`src/rtl/inst_fetch_unit.sv`:
```
// Instruction fetch unit: single-outstanding memory fetch FSM feeding a DEPTH-entry instruction queue.
// Optional macro FETCH_ALIGN_CHECK_EN adds the one-cycle misalign output for misaligned redirect targets.
module inst_fetch_unit #(
    parameter int unsigned DEPTH    = 4,
    parameter logic [31:0] RESET_PC = 32'h0
) (
    input  logic        clock,
    input  logic        reset,
    output logic        imem_req,
    output logic [29:0] imem_addr,
    input  logic        imem_ack,
    input  logic [31:0] imem_data,
    output logic [31:0] inst,
    output logic [31:0] inst_pc,
    output logic        inst_valid,
    input  logic        inst_ready,
    input  logic        redirect,
    input  logic [31:0] redirect_pc
`ifdef FETCH_ALIGN_CHECK_EN
    ,
    output logic        misalign
`endif
);

    localparam int unsigned   PW      = (DEPTH > 1) ? $clog2(DEPTH) : 1;
    localparam int unsigned   CW      = PW + 1;
    localparam logic [CW-1:0] DEPTH_C = CW'(DEPTH);
    localparam logic [CW-1:0] CNT_ONE = CW'(1);
    localparam logic [PW-1:0] PTR_ONE = PW'(1);

    typedef enum logic [1:0] {
        ST_IDLE  = 2'b00,
        ST_BUSY  = 2'b01,
        ST_FLUSH = 2'b10
    } state_e;

    state_e        state_q, state_d;
    logic [31:0]   fetch_pc_q, fetch_pc_d;
    logic [29:0]   addr_q, addr_d;
    logic [CW-1:0] count_q, count_d;
    logic [PW-1:0] rd_ptr_q, rd_ptr_d;
    logic [PW-1:0] wr_ptr_q, wr_ptr_d;
    logic [63:0]   mem_q [DEPTH];
    logic [63:0]   mem_d [DEPTH];
    logic [31:0]   inst_q, inst_d;
    logic [31:0]   inst_pc_q, inst_pc_d;
    logic          valid_q, valid_d;
    logic          push_s;
    logic          pop_s;
    logic          flush_s;
    logic [CW-1:0] cnt_after_push_s;
    logic [31:0]   redirect_tgt_s;

    assign redirect_tgt_s = redirect_pc & 32'hFFFF_FFFC;

    // Fetch FSM: next state, fetch PC and queue push/flush requests.
    always_comb begin
        state_d    = state_q;
        fetch_pc_d = fetch_pc_q;
        push_s     = 1'b0;
        flush_s    = 1'b0;
        pop_s      = valid_q & inst_ready & ~redirect;
        if (pop_s) begin
            cnt_after_push_s = count_q;
        end else begin
            cnt_after_push_s = count_q + CNT_ONE;
        end
        case (state_q)
            ST_IDLE: begin
                if (redirect) begin
                    flush_s    = 1'b1;
                    fetch_pc_d = redirect_tgt_s;
                end else if (count_q < DEPTH_C) begin
                    state_d = ST_BUSY;
                end else begin
                    state_d = ST_IDLE;
                end
            end
            ST_BUSY: begin
                if (redirect) begin
                    flush_s    = 1'b1;
                    fetch_pc_d = redirect_tgt_s;
                    state_d    = imem_ack ? ST_IDLE : ST_FLUSH;
                end else if (imem_ack) begin
                    push_s     = 1'b1;
                    fetch_pc_d = fetch_pc_q + 32'd4;
                    state_d    = (cnt_after_push_s < DEPTH_C) ? ST_BUSY : ST_IDLE;
                end else begin
                    state_d = ST_BUSY;
                end
            end
            ST_FLUSH: begin
                // The abandoned request stays on the bus until memory answers it.
                if (redirect) begin
                    flush_s    = 1'b1;
                    fetch_pc_d = redirect_tgt_s;
                end else begin
                    fetch_pc_d = fetch_pc_q;
                end
                state_d = imem_ack ? ST_IDLE : ST_FLUSH;
            end
            default: begin
                state_d = ST_IDLE;
            end
        endcase
    end

    // Queue storage, pointers and occupancy.
    always_comb begin
        mem_d    = mem_q;
        wr_ptr_d = wr_ptr_q;
        rd_ptr_d = rd_ptr_q;
        count_d  = count_q;
        if (flush_s) begin
            wr_ptr_d = {PW{1'b0}};
            rd_ptr_d = {PW{1'b0}};
            count_d  = {CW{1'b0}};
        end else begin
            if (push_s) begin
                mem_d[wr_ptr_q] = {fetch_pc_q, imem_data};
                wr_ptr_d        = wr_ptr_q + PTR_ONE;
            end else begin
                wr_ptr_d = wr_ptr_q;
            end
            if (pop_s) begin
                rd_ptr_d = rd_ptr_q + PTR_ONE;
            end else begin
                rd_ptr_d = rd_ptr_q;
            end
            case ({push_s, pop_s})
                2'b10:   count_d = count_q + CNT_ONE;
                2'b01:   count_d = count_q - CNT_ONE;
                default: count_d = count_q;
            endcase
        end
    end

    // Head-of-queue output registers, computed from the post-edge queue so they are valid with no bypass.
    always_comb begin
        valid_d = (count_d != {CW{1'b0}});
        if (valid_d) begin
            inst_d    = mem_d[rd_ptr_d][31:0];
            inst_pc_d = mem_d[rd_ptr_d][63:32];
        end else begin
            inst_d    = 32'h0;
            inst_pc_d = 32'h0;
        end
    end

    // Request address: refreshed only when (re)entering or continuing BUSY, held otherwise.
    always_comb begin
        if (state_d == ST_BUSY) begin
            addr_d = fetch_pc_d[31:2];
        end else begin
            addr_d = addr_q;
        end
    end

    // State and datapath registers.
    always_ff @(posedge clock or negedge reset) begin
        if (!reset) begin
            state_q    <= ST_IDLE;
            fetch_pc_q <= RESET_PC;
            addr_q     <= RESET_PC[31:2];
            count_q    <= {CW{1'b0}};
            rd_ptr_q   <= {PW{1'b0}};
            wr_ptr_q   <= {PW{1'b0}};
            inst_q     <= 32'h0;
            inst_pc_q  <= 32'h0;
            valid_q    <= 1'b0;
            for (int i = 0; i < int'(DEPTH); i++) begin
                mem_q[i] <= 64'h0;
            end
        end else begin
            state_q    <= state_d;
            fetch_pc_q <= fetch_pc_d;
            addr_q     <= addr_d;
            count_q    <= count_d;
            rd_ptr_q   <= rd_ptr_d;
            wr_ptr_q   <= wr_ptr_d;
            inst_q     <= inst_d;
            inst_pc_q  <= inst_pc_d;
            valid_q    <= valid_d;
            mem_q      <= mem_d;
        end
    end

    assign imem_req   = (state_q == ST_BUSY) || (state_q == ST_FLUSH);
    assign imem_addr  = addr_q;
    assign inst       = inst_q;
    assign inst_pc    = inst_pc_q;
    assign inst_valid = valid_q;

`ifdef FETCH_ALIGN_CHECK_EN
    logic misalign_q, misalign_d;

    // Misaligned redirect target flag, one cycle per offending redirect edge.
    always_comb begin
        if (redirect && (redirect_pc[1:0] != 2'b00)) begin
            misalign_d = 1'b1;
        end else begin
            misalign_d = 1'b0;
        end
    end

    // Misalign flag register.
    always_ff @(posedge clock or negedge reset) begin
        if (!reset) begin
            misalign_q <= 1'b0;
        end else begin
            misalign_q <= misalign_d;
        end
    end

    assign misalign = misalign_q;
`endif

endmodule

```
`config.mk`:
```
export PLATFORM = sky130hd
export DESIGN_NAME = inst_fetch_unit
export DESIGN_NICKNAME = d
export VERILOG_FILES = /design/src/rtl/inst_fetch_unit.sv
export SDC_FILE = /design/constraint.sdc
export NUM_CORES = 1
export LEC_CHECK = 0
export BUFFER_PORTS_ARGS = -buffer_cell sky130_fd_sc_hd__buf_4
export CAP_MARGIN = 20
export CORE_MARGIN = 2
export CORE_UTILIZATION = 45
export CTS_BUF_LIST = sky130_fd_sc_hd__clkbuf_2 sky130_fd_sc_hd__clkbuf_4 sky130_fd_sc_hd__clkbuf_8
export DETAILED_ROUTE_END_ITERATION = 8
export GPL_ROUTABILITY_DRIVEN = 0
export SETUP_SLACK_MARGIN = 0.02
export SYNTH_ARGS = -nofsm -noshare
export SYNTH_HDL_FRONTEND = slang
export SYNTH_SLANG_ARGS = --single-unit
```
`constraint.sdc`:
```
create_clock -name clock -period 3.6 [get_ports clock]
set_input_delay 0.36 -clock clock [delete_from_list [all_inputs] [get_ports clock]]
set_output_delay 0.36 -clock clock [all_outputs]
set_load 0.02 [all_outputs]
```
# [Word level (Yosys, flattened, before mapping)]
# Cells that the tools add are included.
[totals] reg_bits=392 inputBits=69 output_inout_bits=96 wordCells=78
[op_classes] n_addsub=5 n_lt_le_gt_ge=5 eq_ne=7 muxes=33 bitwise_logic=5 n_reduce_logical=9
[ops] cell="$mux 256" count=2
[ops] cell="$bwmux 256" count=1
[ops] cell="$mux 64" count=3
[ops] cell="$mux 32" count=5
[ops] cell="$bmux 64 s2" count=1
[ops] cell="$demux 64 s2" count=1
[ops] cell="$pmux 32 s2" count=1
[ops] cell="$add 32x3->32 const B" count=1
[ops] cell="$mux 2" count=7
[ops] cell="$mux 1" count=8
[ops] cell="$eq 2x1->1 const B" count=3
[ops] cell="$ge 3x3->1 const B" count=2
[ops] cell="$lt 3x3->1 const B" count=2
[ops] cell="$mux 3" count=2
[ops] cell="$not 2->3" count=2
[ops] cell="$pmux 2 s3" count=1
[ops] cell="$pmux 3 s2" count=1
[ops] cell="$add 2x1->2 const B" count=2
[ops] cell="$eq 2x2->1 const B" count=2
[ops] cell="$reduce_bool 2->1" count=2
[ops] cell="$add 3x1->3 const B" count=1
[ops] cell="$lt 3x1->1 const B" count=1
[ops] cell="$ne 3x3->1 const B" count=1
[ops] cell="$reduce_and 3->1" count=1
[ops] cell="other kinds (10)" count=11

# [Depth between registers and ports, before layout]
[depth] depth_word=12 depth_mapped=10 mapped_depth_nobuf=8

# [Worst setup path after synthesis]
# Ideal clock, no wire load.
[synth_path] path_type="register to register" startpoint="register state_q[1]" endpoint="register addr_q[10], in the netlist imem_addr[10]" setup_time_ns=0.125 t_arrival_ns=2.132 path_slack_ns=1.343 stages_incl_launch_ff=10 n_path_buf=2 period_less_slack_ns=2.257 path_cell_list="dfrtp_1 -> inv_1 -> ha_1 -> nand2b_1 -> clkbuf_1 -> or2_2 -> a31o_2 -> nor2_4 -> buf_4 -> mux2_2"
[synth_via] elab_chain_cells=3 word_cells_on_any_way=8 classes_between="3 x eq/ne; 3 x mux; 2 x reduce/logical"
[synth_rtl] element="start: declaration" line_no="37" text="state_e state_q, state_d;"
[synth_rtl] element="start signal: assignment" line_no="175" text="state_q <= state_d;"
[synth_rtl] element="$eq 2x2->1 (tied with other cells)" line_no="68" text="case (state_q)"
[synth_rtl] element="$pmux 2 s3 or $reduce_or 2->1 (tied branches)"
[synth_rtl] element="$eq 2x1->1 or $pmux 32 s2 (tied branches)" line_no="152, 68"
[synth_rtl] element="end signal: assignment" line_no="164" text="addr_q <= RESET_PC[31:2];"
[synth_rtl] element="end signal: assignment" line_no="177" text="addr_q <= addr_d;"
[synth_rtl] element="end: declaration" line_no="39" text="logic [29:0] addr_q, addr_d;"
# Several ways; a longest one is shown, not always the timed one.
# A chain may end at the register's enable or synchronous reset.

# [Worst setup path in the final report]
[layout_path] startpoint="register state_q[1]" endpoint="register addr_q[12], in the netlist imem_addr[12]"
# Same word-level chain as after synthesis.

==> qor.yml <==
worst_setup_path:
  setup.worst_path.end_class: "flip-flop"
  cp.required_ns: 4.08
  worst_ep_arrival_time_ns: 3.35
  cp-start-kind: "flip-flop"
  crit_fanout: 22
  crit_type: "reg2reg"
logic_synthesis:
  synth_common_cells: "390 x dfrtp_1, 262 x mux2_2, 194 x o211ai_1, 88 x clkbuf_1, 64 x a22oi_1"
  yosysUniqueCellTypes: 71
  synthMostInstantiatedCell: "dfrtp_1"
  synth_top_area_share_pct: 51.9
  avgSynthCellArea_um2: 12.0
  ys_ff_latch: 390
  syn_nets: 1650
  netlist_area_um2: 18800
  yosysTopAreaCell: "dfrtp_1"
  synth-edff-count: 0
  yosysSeqAreaShare_pct: 51.9
  synthCells: 1570
  ys.flop_type: "dfrtp_1"
  ys_warn_count: 0
  async_flop_share_pct: 100
  yosys-top-cells-area: "dfrtp_1 52%, mux2_2 16%, o211ai_1 7.7%"
drt:
  drc_errors: 0
  viasPerCell: 6.17
  vias: 13902
  drtPass1Iterations: 6
  detail-route-antenna-nets: 0
  wl_per_cell_um: 23.6
  first_iter_violations: 982
  drt-total-wl_mm: 53.3
clock_network:
  htreeDepth: 3
  clk_pin_slew_ns: 0.06
  clockBufferDepth: 3
  cts_tree: "done"
  cts_resized: 0
  cts_root_buffer: "clkbuf_8"
  numCtsBuffers: 69
  clk-insertion-delay-late_ns: 0.61
  cts.sink_count: 390
pwr:
  ir_drop_mv: 0.374
  p_leak_nw: 10.2
  p_per_area_nw_per_um2: 805
final_layout:
  final_net_count: 1764
  drive_gt1_share_pct: 35.2
  fin_util_pct: 53.2
  area_growth_pct: 16.0
  num-fill-cells: 3591
  diodes: 0
status:
  outcome: "finished, final reports clean"
placement:
  io_buffers: 162
  dp_hpwl_mm: 31.4
min_path:
  hold_class: "in2reg"
grt:
  grt_max_degree: 100
  grt_pass1_vias: 14076
  overflow: 0
  gr-usage-all-layers_pct: 24.7
  grt_pass1_wl_mm: 84.0
  antenna_found_initial: 1
timing:
  post-route-min-period_ns: 2.88
  final_hold_viol_count: 0
  setup-violations-final: 0
  final-max-slew-violation-count: 0
  skew_ns: 0.0251
  post-route-period-util_pct: 79.9
  fmax_ghz: 0.348
  slew-limit-headroom_pct: 41.6
  rsz0062_at_grt: "no"
  worst_pin_slew_ns: 0.877
  fin_setup_tns_ns: 0
die:
  ioPinCount: 165
  rows: 74
  core_region_area_um2: 41000
  die_area_um2: 43400
  die_w_um: 208
  start_util_pct: 45.8
  fp.dieH_um: 208
run:
  maxCapViolCount: 0
## critical path, cell delays in order, from the launching register on
cell and delay (ns):
dfrtp_1 0.40, inv_1 0.09, ha_1 0.34, buf_4 0.31, nor3b_1 0.21, mux2i_1 0.10
a31o_2 0.32, nor2_4 0.20, buf_4 0.38, mux2_2 0.38
## routing by layer
layer	vias to the layer above	share of wire (%)	GRT usage, %
met2	516	45	37.2
met5	-	0.024	0
met4	2	2.5	9.20
met1	7103	46	35.4
met3	95	7.0	4.97
li1	6186	-	-
## worst paths after layout
check | start | end | slack, ns | depth (start not counted)
worst min-delay path | imem_data[24] | mem_q[216]$_DFF_PN0_ | 0.04 | 2
max in group asynchronous | reset | mem_q[112]$_DFF_PN0_ | 2.13 | 3
worst max register to register | state_q[1]$_DFF_PN0_ | imem_addr[12]$_DFFE_PN0N_ | 0.72 | 9
worst min register to register | mem_q[161]$_DFF_PN0_ | mem_q[161]$_DFF_PN0_ | 0.48 | 1
worst max-delay path | state_q[1]$_DFF_PN0_ | imem_addr[12]$_DFFE_PN0N_ | 0.72 | 9
min in group asynchronous | reset | inst[22]$_DFF_PN0_ | 0.35 | 2
## cell type report
class                      count  area [um2]  area share (%)
inverter                      22        83.8           0.384
multi-input combinational    988        8240            37.8
sequential                   390        9760            44.7
clock buffer                 103        1270            5.81
tap                          532         666            3.05
timing repair buffer         213        1770            8.12
clock inverter                 6        35.0           0.161
## metrics by stage
stage	hold slack (ns)	power, mW	cells	worst slack [ns]	area [um2]
4_1_cts	0.000376	17.7	2254	0.719	21800
5_1_grt	0.0219	18.6	2254	0.523	21800
3_3_place_gp	0.449	13.5	2139	0.790	20500
6_report	0.0387	17.6	2254	0.724	21800
3_5_place_dp	0.457	13.6	2139	0.738	20500
2_1_floorplan	0.0644	11.2	1570	1.34	18800
## registers in the layout (all words and copies together), names as in the netlist
register / count
count_q: 3
fetch_pc_q: 30
imem_addr: 30
inst: 32
inst_pc: 32
inst_valid: 1
mem_q: 256
rd_ptr_q: 2
state_q: 2
wr_ptr_q: 2
## cell families (layout without fill, tap and decap cells)
family | Yosys count | count (layout) | synth area share, %
buf+inv | 192 | 344 | 4.64
mux | 271 | 271 | 16.3
fa+ha+maj | 11 | 11 | 0.732
compound gates | 525 | 525 | 20.9
flops | 390 | 390 | 51.9
xor+xnor | 5 | 5 | 0.233
simple gates | 176 | 176 | 5.34
## power by group
group | internal, mW | switching [mW] | leakage (nW)
clock | 2.22 | 1.77 | 0.694
sequential | 5.82 | 0.851 | 5.16
combinational | 2.96 | 3.94 | 4.31
total | 11.0 | 6.56 | 10.2
## cells in the final DEF, fill, tap and decap left out, drive strengths merged, types with 26 or more instances in the layout
cell type / instances
a22oi: 64
mux2: 266
o211ai: 194
o21ai: 36
dfrtp: 390
buf: 207
nand2: 38
clkbuf: 103
a21o: 63
a211o: 63
nor2: 26
## repair_timing
| action | CTS | global route |
|---|---|---|
| setup endpoints to repair | 0 | 0 |
| endpoints found under the hold margin | 103 | 0 |
| hold buffers | 6 | 0 |
| buffers inserted | 0 | 0 |
No activity file was read; power rests on OpenSTA's default activity.
